--- src/rtl/cp_pkg.sv ---
// Shared types and helpers for the charge-pump level tracker and its companions.
package cp_pkg;

  typedef enum logic [1:0] {
    StIdle  = 2'd0,
    StTrack = 2'd1
  } state_e;

  localparam int StepNone = 0;
  localparam int StepSnk  = -1;
  localparam int StepSrc  = 1;

  // Net step for one cycle; coincident sink and source cancel.
  function automatic int step_of(logic sink_step, logic src_step);
    int s;
    s = StepNone;
    if (sink_step) s = s + StepSnk;
    if (src_step)  s = s + StepSrc;
    return s;
  endfunction

  function automatic int sat_add(int a, int b, int lo, int hi);
    int s;
    s = a + b;
    if (s > hi) return hi;
    if (s < lo) return lo;
    return s;
  endfunction

endpackage

--- src/rtl/cp_sync.sv ---
// Multi-flop synchroniser for an asynchronous analog-comparator input, with a registered
// toggle flag that pulses for one cycle whenever the synchronised level changes.
module cp_sync #(
  parameter int unsigned SYNC_LEN = 2
) (
  input  logic clk,
  input  logic reset,
  input  logic d_async,
  output logic toggle
);

  logic [SYNC_LEN-1:0] sync_q;
  logic                prev_q;
  logic                toggle_q;

  always_ff @(posedge clk or negedge reset) begin
    if (!reset) begin
      sync_q   <= '0;
      prev_q   <= 1'b0;
      toggle_q <= 1'b0;
    end else begin
      sync_q   <= {sync_q[SYNC_LEN-2:0], d_async};
      prev_q   <= sync_q[SYNC_LEN-1];
      toggle_q <= sync_q[SYNC_LEN-1] ^ prev_q;
    end
  end

  assign toggle = toggle_q;

endmodule

--- src/rtl/cp_level_tracker.sv ---
// Tracks net charge-pump steps as a saturating signed level, averages the level over
// 2**AVG_LOG2 comparator trips and offers each average over a valid/ready handshake.
module cp_level_tracker
  import cp_pkg::*;
#(
  parameter int unsigned CNT_W    = 10,
  parameter int unsigned AVG_LOG2 = 2,
  parameter int unsigned SYNC_LEN = 2
) (
  input  logic                    clk,
  input  logic                    reset,
  input  logic                    pump_rst,
  input  logic                    pre_chrg,
  input  logic                    snk,
  input  logic                    src_n,
  input  logic                    cmp_async,
  input  logic                    res_ready,
  output logic                    res_valid,
  output logic signed [CNT_W-1:0] res_data,
  output logic signed [CNT_W-1:0] level,
  output logic                    overrun
);

  localparam int unsigned AccW   = CNT_W + AVG_LOG2;
  localparam int unsigned NumAvg = 1 << AVG_LOG2;
  localparam int          LvlMax = (1 << (CNT_W - 1)) - 1;
  localparam int          LvlMin = -(1 << (CNT_W - 1));

  state_e                  state_q, state_d;
  logic                    snk_q, src_n_q;
  logic                    sink_step, src_step, trip, abort, complete;
  logic signed [CNT_W-1:0] level_q, level_d, level_next;
  logic signed [AccW-1:0]  acc_q, acc_d, level_ext, acc_total;
  logic [4:0]              cnt_q, cnt_d;
  logic                    valid_q, valid_d, overrun_q, overrun_d;
  logic signed [CNT_W-1:0] data_q, data_d;

  cp_sync #(
    .SYNC_LEN (SYNC_LEN)
  ) u_cmp_sync (
    .clk     (clk),
    .reset   (reset),
    .d_async (cmp_async),
    .toggle  (trip)
  );

  always_comb begin
    sink_step  = snk & ~snk_q;
    src_step   = ~src_n & src_n_q;
    abort      = pump_rst | pre_chrg;
    // Trips sample the level with this cycle's step already applied.
    level_next = CNT_W'(sat_add(int'(level_q), step_of(sink_step, src_step), LvlMin, LvlMax));
    level_ext  = AccW'(level_next);
    acc_total  = acc_q + level_ext;

    state_d  = state_q;
    level_d  = level_q;
    acc_d    = acc_q;
    cnt_d    = cnt_q;
    complete = 1'b0;

    if (abort) begin
      state_d = StIdle;
      level_d = '0;
      acc_d   = '0;
      cnt_d   = '0;
    end else begin
      unique case (state_q)
        StIdle: begin
          state_d = StTrack;
          level_d = '0;
          acc_d   = '0;
          cnt_d   = '0;
        end
        StTrack: begin
          level_d = level_next;
          if (trip) begin
            if (cnt_q == 5'(NumAvg - 1)) begin
              complete = 1'b1;
              acc_d    = '0;
              cnt_d    = '0;
            end else begin
              acc_d = acc_total;
              cnt_d = cnt_q + 5'd1;
            end
          end
        end
        default: state_d = StIdle;
      endcase
    end

    valid_d   = valid_q;
    data_d    = data_q;
    overrun_d = overrun_q;
    if (valid_q && res_ready) valid_d = 1'b0;
    if (complete) begin
      if (!valid_q || res_ready) begin
        valid_d = 1'b1;
        data_d  = CNT_W'(acc_total >>> AVG_LOG2);
      end else begin
        overrun_d = 1'b1;
      end
    end
  end

  always_ff @(posedge clk or negedge reset) begin
    if (!reset) begin
      state_q   <= StIdle;
      snk_q     <= 1'b0;
      src_n_q   <= 1'b0;
      level_q   <= '0;
      acc_q     <= '0;
      cnt_q     <= '0;
      valid_q   <= 1'b0;
      data_q    <= '0;
      overrun_q <= 1'b0;
    end else begin
      state_q   <= state_d;
      snk_q     <= snk;
      src_n_q   <= src_n;
      level_q   <= level_d;
      acc_q     <= acc_d;
      cnt_q     <= cnt_d;
      valid_q   <= valid_d;
      data_q    <= data_d;
      overrun_q <= overrun_d;
    end
  end

  assign res_valid = valid_q;
  assign res_data  = data_q;
  assign level     = level_q;
  assign overrun   = overrun_q;

endmodule
--- config.mk ---
export PLATFORM = sky130hd
export DESIGN_NAME = cp_level_tracker
export DESIGN_NICKNAME = d
export VERILOG_FILES = /design/src/rtl/cp_pkg.sv /design/src/rtl/cp_sync.sv /design/src/rtl/cp_level_tracker.sv
export SDC_FILE = /design/constraint.sdc
export NUM_CORES = 1
export LEC_CHECK = 0
export ABC_AREA = 1
export ABC_CLOCK_PERIOD_IN_PS = 10050
export CAP_MARGIN = 25
export CORE_ASPECT_RATIO = 1.1
export CORE_MARGIN = 8
export CORE_UTILIZATION = 45
export CTS_CLUSTER_DIAMETER = 100
export DETAILED_ROUTE_END_ITERATION = 8
export DONT_BUFFER_PORTS = 1
export PLACE_DENSITY_LB_ADDON = 0.05
export SLEW_MARGIN = 30
export SYNTH_ARGS = -nofsm -noshare
export SYNTH_HDL_FRONTEND = slang
export SYNTH_SLANG_ARGS = --single-unit
--- constraint.sdc ---
create_clock -name clk -period 10.05 [get_ports clk]
set_clock_uncertainty 0.1 [all_clocks]
set_input_delay 1.005 -clock clk [delete_from_list [all_inputs] [get_ports clk]]
set_output_delay 1.005 -clock clk [all_outputs]
set_load 0.02 [all_outputs]
# Word level (Yosys, flattened, before mapping)

Index checks and enable logic that the tools add are counted.

Bits in registers: 47
Output and inout bits: 22
Logic and storage cells: 65

Add/subtract/negate cells: 4
Magnitude comparators: 2
Equality and inequality tests: 4
Mux-type cells: 28
Bitwise operators: 7
Reduce and logical (&&, ||, !) cells: 8

Operator list:

| operator                                              | number |
|---|---|
| 2-to-1 mux 32 bit                                     | 2 |
| 2-to-1 mux 10 bit                                     | 4 |
| 2-to-1 mux 12 bit                                     | 3 |
| adder 10 x 32 -> 32 bit                               | 1 |
| adder 32 x 2 -> 32 bit (second input constant)        | 1 |
| > comparator 32 x 10 -> 1 bit (second input constant) | 1 |
| < comparator 32 x 10 -> 1 bit (second input constant) | 1 |
| one-hot mux 12 bit (2 select lines)                   | 1 |
| one-hot mux 10 bit (2 select lines)                   | 1 |
| 2-to-1 mux 5 bit                                      | 3 |
| adder 12 x 10 -> 12 bit                               | 1 |
| 2-to-1 mux 1 bit                                      | 10 |
| one-hot mux 5 bit (2 select lines)                    | 1 |
| 2-to-1 mux 9 bit                                      | 1 |
| AND reduction 2 bit                                   | 3 |
| adder 5 x 1 -> 5 bit (second input constant)          | 1 |
| == test 5 x 2 -> 1 bit (second input constant)        | 1 |
| one-hot mux 2 bit (2 select lines)                    | 1 |
| != test 3 x 2 -> 1 bit (second input constant)        | 1 |
| NOT 1 bit                                             | 3 |
| nonzero test 3 bit                                    | 1 |
| bitwise AND 1 bit                                     | 2 |
| == test 2 x 1 -> 1 bit (second input constant)        | 1 |
| zero test 2 bit                                       | 1 |
| other kinds (7)                                       | 7 |

# Depth between registers and ports, before layout

Depth after elaboration: 16
Mapped depth: 38

# Modules after synthesis

A second synthesis with hierarchy kept.

Cells, all modules: 430
Area total of the unflattened synthesis: 3185.6 um^2

By module, submodules not included:

| module           | instances | cells each | area an instance (um^2) | sequential area each (um^2) |
|---|---|---|---|---|
| cp_level_tracker | 1         | 421        | 3066.7                  | 1051.0 |
| cp_sync          | 1         | 9          | 118.9                   | 100.1 |

# Worst setup path after synthesis

OpenSTA, ideal clock, no wires.

Path type: input port to flip-flop
Start point: input port snk
End point: register acc_q[10]
Library setup time: 117 ps
Data arrival time: 4890 ps
Required time: 9833 ps
Setup slack: 4943 ps
Stages: 38
Cell sequence: inv_1 -> nor2_1 -> ha_1 -> buf_6 -> buf_6 -> nand2_1 -> inv_1 -> nor2_2 -> ha_1 -> inv_1 -> nand2_1 -> nand3_1 -> nor2_2 -> nand2_2 -> nand3_1 -> ha_1 -> inv_1 -> nor3_1 -> [2 not listed] -> nand2_1 -> nor2_1 -> nand3_2 -> nand2_4 -> nand2_1 -> nand2_1 -> ha_1 -> inv_1 -> fa_1 -> o21ai_0 -> nand2_1 -> nand2_1 -> nand2_1 -> nand2_1 -> a21oi_1 -> xnor2_1 -> nand2_1 -> nand2_1

Cells in the longest elaborated chain, start to end: 15
Elaborated cells on any way between the ends: 19
Those cells by class: add/sub: 3; order compare: 2; mux: 13; bitwise: 1

Ends and longest elaborated chain:

| what                                                                                  | RTL line                   | text |
|---|---|---|
| start, declared                                                                       | cp_level_tracker.sv:14     | `input logic snk,` |
| bitwise AND 1 bit (*)                                                                 | cp_level_tracker.sv:48     | `sink_step = snk & ~snk_q;` |
| 2-to-1 mux 32 bit (*)                                                                 | cp_pkg.sv:17               | `if (sink_step) s = s + StepSnk;` |
| adder 32 x 2 -> 32 bit                                                                | cp_pkg.sv:18               | `if (src_step) s = s + StepSrc;` |
| 2-to-1 mux 32 bit (*)                                                                 | cp_pkg.sv:18               |  |
| adder 10 x 32 -> 32 bit (*)                                                           | cp_pkg.sv:24               | `s = a + b;` |
| > comparator 32 x 10 -> 1 bit / < comparator 32 x 10 -> 1 bit (equally long branches) | cp_pkg.sv:25, cp_pkg.sv:26 |  |
| 2-to-1 mux 9 bit / 2-to-1 mux 1 bit (equally long branches)                           | cp_pkg.sv:25, cp_pkg.sv:26 |  |
| 2-to-1 mux 10 bit / 2-to-1 mux 1 bit (equally long branches)                          | cp_pkg.sv:26               | `if (s < lo) return lo;` |
| 2-to-1 mux 10 bit                                                                     | cp_pkg.sv:27               | `return s;` |
| 2-to-1 mux 10 bit (*)                                                                 | cp_pkg.sv:26               |  |
| adder 12 x 10 -> 12 bit (*)                                                           | cp_level_tracker.sv:54     | `acc_total = acc_q + level_ext;` |
| 2-to-1 mux 12 bit (*)                                                                 | cp_level_tracker.sv:78     | `if (cnt_q == 5'(NumAvg - 1)) begin` |
| 2-to-1 mux 12 bit (*)                                                                 | cp_level_tracker.sv:77     | `if (trip) begin` |
| one-hot mux 12 bit (2 select lines) (*)                                               | cp_level_tracker.sv:68     | `unique case (state_q)` |
| 2-to-1 mux 12 bit (*)                                                                 | cp_level_tracker.sv:62     | `if (abort) begin` |
| end signal, assigned                                                                  | cp_level_tracker.sv:112    | `acc_q <= '0;` |
| end signal, assigned                                                                  | cp_level_tracker.sv:122    | `acc_q <= acc_d;` |
| end, declared                                                                         | cp_level_tracker.sv:33     | `logic signed [AccW-1:0] acc_q, acc_d, level_ext, acc_total;` |

Every way passes the cells marked *; elsewhere a longest branch is shown, timed or not. The select of a mux whose other input is x is not followed.
A chain may end at the register's enable or synchronous reset.

# Worst setup path in the final report

Start point: input port snk
End point: register data_q[8], in the netlist res_data[8]

Cells in the longest elaborated chain, start to end: 11
Elaborated cells on any way between the ends: 15
Those cells by class: add/sub: 3; order compare: 2; mux: 9; bitwise: 1

Ends and longest elaborated chain:

| what                                                                                  | RTL line                   | text |
|---|---|---|
| bitwise AND 1 bit (*)                                                                 | cp_level_tracker.sv:48     |  |
| 2-to-1 mux 32 bit (*)                                                                 | cp_pkg.sv:17               |  |
| adder 32 x 2 -> 32 bit                                                                | cp_pkg.sv:18               |  |
| 2-to-1 mux 32 bit (*)                                                                 | cp_pkg.sv:18               |  |
| adder 10 x 32 -> 32 bit (*)                                                           | cp_pkg.sv:24               |  |
| > comparator 32 x 10 -> 1 bit / < comparator 32 x 10 -> 1 bit (equally long branches) | cp_pkg.sv:25, cp_pkg.sv:26 |  |
| 2-to-1 mux 9 bit / 2-to-1 mux 1 bit (equally long branches)                           | cp_pkg.sv:25, cp_pkg.sv:26 |  |
| 2-to-1 mux 10 bit / 2-to-1 mux 1 bit (equally long branches)                          | cp_pkg.sv:26               |  |
| 2-to-1 mux 10 bit                                                                     | cp_pkg.sv:27               |  |
| 2-to-1 mux 10 bit (*)                                                                 | cp_pkg.sv:26               |  |
| adder 12 x 10 -> 12 bit (*)                                                           | cp_level_tracker.sv:54     |  |
| end signal, assigned                                                                  | cp_level_tracker.sv:125    | `data_q <= data_d;` |
| end, declared                                                                         | cp_level_tracker.sv:36     | `logic signed [CNT_W-1:0] data_q, data_d;` |

Marked as above.

==> reports/results.txt <==
Status: complete, no violations
Max FO, Critical Path: 19
CTS Root Cell: clkbuf_8
Synth cell count leaders: nand2_1 (126), inv_1 (47), dfrtp_1 (46)
Max Freq: 0.1772 GHz
Clk buf depth: 2
P_sw: 0.0001053 W
Core Region: 7007 µm²
Post-synth EDFFs: 0
Global route overflow: 0
Pins over their slew limit: 0
Cell mode on critical path: nand2_1
Layout cells sized above 1: 6.961%
Ys async rst share: 100.0%
Crit path kind: in2reg
Hpwl dp: 5344 µm
Initial antenna violation count: 0
Leakage power: 1.795 nW
Delay-heaviest family, CP: simple AND/OR/NAND/NOR gates
Endpoints failing setup: 0
Vias/cell: 5.041
Initial core utilization: 46.41%
Fin area: 3402 µm²
Overall Global Routing Usage: 14.44%
DRC viols: 0
Final Critical Period: 5643 ps
CTS tree: built
Combinational Power Share: 15.8%
Final Hold Vio Count: 0
Die area: 10210 µm²
GRT met2 Usage: 25.41%
Post-Syn Instances: 431
Die Wd: 97.05 µm
Per-cell routed wire length: 13.23 µm
Final Cycle Share: 56.15%
Clock share of power: 34.1%
Critical Path AT: 5790 ps
CP required: 10190 ps
Final nets: 463
Final wirelength: 6826 µm
Routed via count: 2601
Fillers: 743
Seq/Total Area, Yosys: 35.40%
Setup TNS: 0 ps
Internal: 0.0002790 W
YS warnings: 0
Critical Path End Type: flip-flop
GRT met1 Usage: 16.52%
Clock Latency Late Sink: 300 ps
Clock-pin slew of the registers on the worst-case setup and hold paths: 80 ps
Rows: 32
M3 GR Usage: 2.964%
Global-route wire length before repair: 12380 µm
Drt first-iter violations: 71
Worst hold path class: reg2reg
Pwr dens: 113.0 nW/µm²
ANT nets after route: 0
Ant diodes: 0
Sw Ratio: 27.41%
Top_reg_cell synth: dfrtp_1
Die Height: 105.2 µm
Hold Buf Count CTS: 0
First-pass detailed-route iteration total: 4
Synthesized flop and latch total: 46
Worst Tran Pin Value: 685.2 ps
Power share of the sequential group: 50.1%
H-tree levels: 2
Avg Synthesized Cell Area: 7.545 µm²
Setup Fix Bufs, Post-CTS: 0
Synth cell types: 31
Placed Area: 3292 µm²
Cell type with the largest total area after synthesis: dfrtp_1
IO Port Bufs: 0
Relative slew slack: 54.32%
CP max stage delay: 620 ps
Largest net degree at the start of global routing: 47
RSZ-0062 raised after global routing: no
Post-synth top area share: 35.40%
Post-CTS sizing: 0
CTS sink count: 46
Syn_nets: 464
Synthesized cell area: 3252 µm²
Synth area leaders: dfrtp_1 (35%), nand2_1 (15%), ha_1 (9.2%), inv_1 (5.4%), nor2_1 (4.5%)
Worst Setup Start Kind: primary input
Layout area overhead: 4.617%
Most Crowded Layer GR: met2
Worst VDD drop: 0.08742 mV
Max_cap viols: 0
Vias in the first global route: 2713
Critical path buffers and inverters: 5
Most frequent cell after synthesis: nand2_1
Total CTS buffers: 5
Placer Congestion: 0.8542
CP max stage cell: ha_1
I/O Pins: 30
[power by group through the flow]
| stage | clock (W) | sequential [W] | combinational (W) |
|---|---|---|---|
| finish | 0.000131 | 0.000192 | 0.0000608 |
| CTS | 0.000138 | 0.000193 | 0.0000615 |
| floorplan | 0 | 0.000195 | 0.0000515 |
| detailed placement | 0 | 0.000196 | 0.0000609 |
| global placement | 0 | 0.000196 | 0.0000611 |
| global route | 0.000144 | 0.000193 | 0.0000701 |
[flip-flops by register name (all words and copies together), names as in the netlist]
signal             count
acc_q                 12
cnt_q                  5
level                 10
overrun                1
res_data              10
res_valid              1
snk_q                  1
src_n_q                1
state_q                1
u_cmp_sync.prev_q      1
u_cmp_sync.sync_q      2
u_cmp_sync.toggle      1
[routing by layer]
layer,part of all wire [%],up-vias
met1,45,1188
met4,2.2,0
met2,49,29
met3,3.4,11
met5,0,-
li1,-,1373
[logic make-up after synthesis]
family	share of synthesized area (%)
adders and majority gates	9.850
xor gates and xnor gates	7.849
buffers and inverters	8.118
and+or+nand+nor	29.63
AOI/OAI and AO/OA	9.158
DFF	35.40
[layout make-up]
type | instances | area (µm²) | share of cell area, %
multi-input combinational | 326 | 1837 | 53.99
sequential | 46 | 1151 | 33.84
inverter | 50 | 190.2 | 5.590
clock buffer | 8 | 110.1 | 3.236
tap | 85 | 106.4 | 3.126
timing repair buffer | 1 | 7.507 | 0.2207
[worst reg2reg max path: cells and delay by family (launching register included)]
| kind | cells | cell delay [ps] |
|---|---|---|
| xor+xnor | 1 | 210 |
| flops | 1 | 370 |
| simple gates | 23 | 2320 |
| fa+ha+maj | 5 | 1610 |
| compound gates | 2 | 420 |
| buf+inv | 4 | 250 |
[per-stage QoR]
step	cells	worst slack, ps	utilization [%]	total power [W]	hold WS [ps]
2_1_floorplan	431	4943	-	0.0002470	231.2
3_3_place_gp	508	4189	46.98	0.0002573	248.3
3_5_place_dp	508	4077	46.98	0.0002572	241.7
4_1_cts	516	4379	48.55	0.0003919	271.2
5_1_grt	516	3875	48.55	0.0004075	265.4
6_report	516	4407	48.55	0.0003843	265.3
[cell usage in the layout (no fill, tap or decap), drive strengths merged]
cell / netlist / layout
nand3b: 6 / 6
a211oi: 1 / 1
nor4: 2 / 2
ha: 24 / 24
nand3: 23 / 23
nor2: 44 / 44
xnor2: 11 / 11
o21ai: 24 / 24
inv: 50 / 50
a21oi: 23 / 23
a22o: 2 / 2
o21bai: 4 / 4
o21a: 1 / 1
nand2: 135 / 135
dfrtp: 46 / 46
nor3: 3 / 3
clkbuf: 4 / 8
xor2: 16 / 16
fa: 1 / 1
buf: 5 / 1
nand4: 6 / 6
[final timing paths]
| path | start | to | slack [ps] | cells after the start |
|---|---|---|---|---|
| min in group asynchronous | reset | res_data[1] | 290 | 0 |
| max | snk | res_data[8] | 4410 | 36 |
| min | u_cmp_sync.sync_q[0] | u_cmp_sync.sync_q[1] | 270 | 0 |
| min reg2reg | u_cmp_sync.sync_q[0] | u_cmp_sync.sync_q[1] | 270 | 0 |
| max in group asynchronous | reset | cnt_q[3] | 9470 | 0 |
| max reg2reg | snk_q | res_data[8] | 4740 | 35 |
(Power assumes the default switching activity.)
